--- config.mk ---
export PLATFORM = sky130hd
export DESIGN_NAME = m92_inta_seq
export DESIGN_NICKNAME = d
export VERILOG_FILES = /design/src/rtl/m92_inta_seq.sv
export SDC_FILE = /design/constraint.sdc
export NUM_CORES = 1
export LEC_CHECK = 0
export ABC_AREA = 0
export CAP_MARGIN = 5
export CORE_UTILIZATION = 35
export CTS_CLUSTER_SIZE = 20
export DETAILED_ROUTE_END_ITERATION = 10
export PLACE_DENSITY = 0.79
export SLEW_MARGIN = 20
export SYNTH_ARGS = -nofsm -noshare
export SYNTH_HDL_FRONTEND = slang
export SYNTH_SLANG_ARGS = --single-unit
--- constraint.sdc ---
create_clock -name clk -period 3.98 [get_ports clk]
set_input_delay 0.796 -clock clk [delete_from_list [all_inputs] [get_ports clk]]
set_output_delay 0.796 -clock clk [all_outputs]
set_load 0.01 [all_outputs]
--- src/rtl/m92_inta_seq.sv ---
// m92_inta_seq: interrupt acknowledge sequencer between the interrupt
// controller and the CPU core. A pending request is latched, cpu_intr is
// raised, and the vector is presented on the second of two INTA bus cycles.
// Optional build macro: M92_INTA_TIMEOUT_EN. When it is defined, a stalled
// PEND/INTA1 handshake gives up after 255 ce cycles and returns to IDLE.
//
// state   | meaning
// --------+-----------------------------------------------------------
// IDLE    | no request in flight; waiting for pic_int_req
// PEND    | vector latched, cpu_intr asserted, waiting for first INTA
// INTA1   | dummy first INTA cycle seen; waiting for the second INTA
// INTA2   | vector driven on the bus and acknowledged to the PIC (one ce)
// RELEASE | waiting for the PIC to drop its request before re-arming
module m92_inta_seq (
    input  logic       clk,
    input  logic       reset,
    input  logic       ce,
    input  logic       pic_int_req,
    input  logic [8:0] pic_int_vector,
    output logic       pic_int_ack,
    output logic       cpu_intr,
    input  logic       cpu_inta,
    output logic [7:0] cpu_vector,
    output logic       cpu_vector_oe,
    output logic       busy
);

    typedef enum logic [2:0] {
        IDLE    = 3'd0,
        PEND    = 3'd1,
        INTA1   = 3'd2,
        INTA2   = 3'd3,
        RELEASE = 3'd4
    } state_t;

    state_t     state_q;
    state_t     state_d;
    logic [7:0] vec_lat;
    logic       load_vec;

`ifdef M92_INTA_TIMEOUT_EN
    logic [7:0] wait_cnt;
    logic       timeout;

    // Counts ce cycles spent in PEND/INTA1; restarts on every entry to either.
    always_ff @(posedge clk or posedge reset) begin
        if (reset) begin
            wait_cnt <= 8'd0;
        end else if (ce) begin
            if (state_d != state_q) begin
                wait_cnt <= 8'd0;
            end else if ((state_q == PEND) || (state_q == INTA1)) begin
                wait_cnt <= wait_cnt + 8'd1;
            end
        end
    end

    assign timeout = (wait_cnt == 8'd255);
`endif

    // State register; only advances on ce.
    always_ff @(posedge clk or posedge reset) begin
        if (reset) begin
            state_q <= IDLE;
        end else if (ce) begin
            state_q <= state_d;
        end
    end

    // Vector is captured once, when the request is accepted, and held until the next acceptance.
    always_ff @(posedge clk or posedge reset) begin
        if (reset) begin
            vec_lat <= 8'h00;
        end else if (load_vec) begin
            vec_lat <= {1'b0, pic_int_vector[8:2]};
        end
    end

    // Next-state decode.
    always_comb begin
        state_d  = state_q;
        load_vec = 1'b0;
        case (state_q)
            IDLE: begin
                if (ce && pic_int_req) begin
                    state_d  = PEND;
                    load_vec = 1'b1;
                end
            end
            PEND: begin
                // A request dropped here is still delivered; the CPU has committed.
                if (cpu_inta) begin
                    state_d = INTA1;
                end
`ifdef M92_INTA_TIMEOUT_EN
                else if (timeout) begin
                    state_d = IDLE;
                end
`endif
            end
            INTA1: begin
                if (cpu_inta) begin
                    state_d = INTA2;
                end
`ifdef M92_INTA_TIMEOUT_EN
                else if (timeout) begin
                    state_d = IDLE;
                end
`endif
            end
            INTA2: begin
                state_d = RELEASE;
            end
            RELEASE: begin
                if (!pic_int_req) begin
                    state_d = IDLE;
                end
            end
            default: begin
                state_d = IDLE;
            end
        endcase
    end

    // Outputs decode straight from the state register so they hold while ce=0
    // and drop to their idle values the moment reset asserts.
    always_comb begin
        cpu_intr      = (state_q == PEND);
        cpu_vector_oe = (state_q == INTA2);
        pic_int_ack   = (state_q == INTA2);
        cpu_vector    = (state_q == INTA2) ? vec_lat : 8'h00;
        busy          = (state_q != IDLE);
    end

endmodule
==> summary.txt <==
Worst setup path
  • CP endpoint: cpu_vector[2]
  • Worst r2r src: state_q[1]
  • Setup crit end kind: output port
  • Worst setup path start: state_q[2]
  • Worst R2R Path Depth: 3
  • Worst Setup Start Kind: flip-flop
  • Reg2reg end: vec_lat[6]
  • WP data arrival: ~1.7 ns
  • Flop2flop setup slack: about 2.5 ns
  • Crit path kind: reg -> out
  • Max FO, Critical Path: 10
  • Worst EP required: 3.18 ns

Routing
  • Vias per cell: 4.87
  • WL final: 879 um
  • Antenna viol nets, final: 0
  • Drt pass-1 iters: 2
  • DR WL/cell: 10.6 um
  • DRC Markers: 0
  • Drt initial violations: 1
  • Via Count: 404

Clock network
  • Post-CTS Setup Inserts: 0
  • Resize count post-CTS: 0
  • Root Driver: clkbuf_4
  • Later-pin clock latency in the skew report: 0.26 ns
  • Clock buffer count from CTS: 3
  • H-Tree Depth: 1
  • CTS tree: yes
  • Hold_buf cts: 0
  • Clock slew at the register clock pins of the worst setup and hold paths: 0.07 ns
  • CTS Sinks: 10
  • Worst-case clock buffer depth: 2

STA
  • Final Skew: 0.00361 ns
  • Setup TNS Final: 0 ns
  • Fmax achieved: 397 MHz
  • Final setup vio count: 0
  • Final Hold Fails: 0
  • Slew Viols, Final: 0
  • Post-layout min period: 2.52 ns
  • RSZ-0062 raised after global routing: no
  • Hold Slack: about 0.50 ns
  • Post-route clock period utilization: 0.633

Logic synthesis
  • Post-Syn Instances: 45
  • Largest family of logic cells by synthesized area: simple AND/OR/NAND/NOR gates
  • Synth area leaders: dfrtp_1 (48%), mux2_2 (15%), and2_1 (8.3%)
  • Mapped cell area: 527 um2
  • Top cell type's share of synthesized area: 0.475
  • Yosys top cell by area: dfrtp_1
  • Post-synthesis xor/xnor area fraction: 0
  • Yosys reg bits: 10
  • Post-synthesis mux area share: 0.169
  • Syn Nets: just under 60
  • Distinct cells, synth: 20
  • Synth Area in Compound Gates: 0.0784
  • Adder-Cell Fraction of Synth Area: 0
  • Post-Synth Simple-Gate Area: 0.214
  • Sequential area share after synthesis: 0.475
  • Syn Area/Cell: 11.7 um2
  • Synth warn: 0

Place
  • I/O Buffers: 22
  • Routability Congestion: 0.704
  • Hpwl dp: 692 um

Power
  • Net switching power: 155 uW
  • Max IR drop VDD: 348 uV
  • Comb pwr share: 0.455
  • Switch share: 0.303
  • Register share of total power: 0.371
  • Internal: 356 uW
  • Clk pwr share: 0.175
  • P_leak: around 0.00034 uW
  • Pwr dens: 652 nW/um2

Floorplan
  • Die Span Y: between 40 and 50 um
  • Top-Level Pins: 26
  • DIE AREA: 1660 um2
  • Die width: between 40 and 50 um
  • Cell row count: 13
  • Initial Utilization: 0.390
  • Core area: between 1000 and 1500 um2

Worst hold path
  • Min-Delay Path Class: reg -> reg

Flow run
  • Max-cap check violation count: 0

Global route
  • Largest net degree at the start of global routing: 11
  • Initial antenna violation count: 0
  • Number of global-route vias before repair: 350
  • GR Util All Layers: 0.151
  • Global route total overflow: 0
  • First-pass GRT wire length: about 1500 um

Cells and area
  • Commonest non-fill, non-tap cell in the layout: clkdlybuf4s50_1
  • Most frequent cells in the layout: clkdlybuf4s50_1 (22), dfrtp_1 (10), mux2_2 (7), and2_1 (7)
  • Synth-to-Final Area Change: 48.7%
  • Share of cells above drive strength 1: 0.206
  • # nets final: 83
  • Antenna diodes: 0

Run status
  • Status: finished, final reports clean
## per-layer routing
layer	vias up	part of all wire	GRT usage	wire length [um]
met4	0	0	0.0750	0
met1	184	0.43	0.164	379
met3	0	0.10	0.0870	91
met5	-	0	0	0
met2	20	0.46	0.230	408
li1	200	-	-	-
## synthesized netlist by cell type (all sizes together)
master  count
nand4b      1
a221o       1
buf         2
nand2       1
nor3b       1
mux2i       1
or3         1
and2        7
o31ai       1
a32o        1
and3b       1
o21ai       1
a22o        1
dfrtp      10
nor2        3
mux2        7
inv         3
clkbuf      1
conb        1
## cells by family after synthesis
logic type      count (synthesis)
simple gates                   15
flops                          10
mux                             8
buf+inv                         6
compound gates                  5
other cells                     1
## area by class of cell
class	instances	area [um2]
Clock buffer	4	36.3
Sequential cell	10	250
Inverter	3	11.3
Multi-Input combinational cell	29	246
Fill cell	114	567
Timing Repair Buffer	22	220
Tap cell	15	18.8
## state kept, by name (all words and copies together) (netlist names)
register and count:
vec_lat 7, state_q 3
## worst min-delay path by stage
stage,startpoint,endpoint,slack [ns],cells past startpoint
2_1_floorplan,vec_lat[0],vec_lat[0],0.47,1
3_3_place_gp,vec_lat[3],vec_lat[3],0.48,1
3_5_place_dp,vec_lat[0],vec_lat[0],0.49,1
4_1_cts,vec_lat[0],vec_lat[0],0.50,1
5_1_grt,vec_lat[0],vec_lat[0],0.51,1
6_report,vec_lat[2],vec_lat[2],0.50,1
## power by group through the flow
stage               registers [uW]  logic [uW]  clock network [uW]
global route                   198         253                 101
finish                         189         232                89.2
CTS                            190         238                94.5
detailed placement             192         237                   0
floorplan                      183         151                   0
global placement               191         233                   0
## critical path, stage by stage (launching register included)
cell             delay (ns)
dfrtp_1                0.44
and3b_2                0.34
and2_1                 0.15
clkdlybuf4s50_1        0.53
## through the flow
stage / instance area (um2) / std cells / setup WS (ns) / total power, uW / util
finish: 783 / 83 / 1.46 / 511 / 0.580
global route: 783 / 83 / 1.34 / 552 / 0.580
CTS: 783 / 83 / 1.41 / 523 / 0.580
detailed placement: 747 / 79 / 1.72 / 429 / 0.553
global placement: 747 / 79 / 1.74 / 424 / 0.553
floorplan: 527 / 45 / 2.07 / 334 / -
Note: power is estimated with default switching activity, not from simulation.
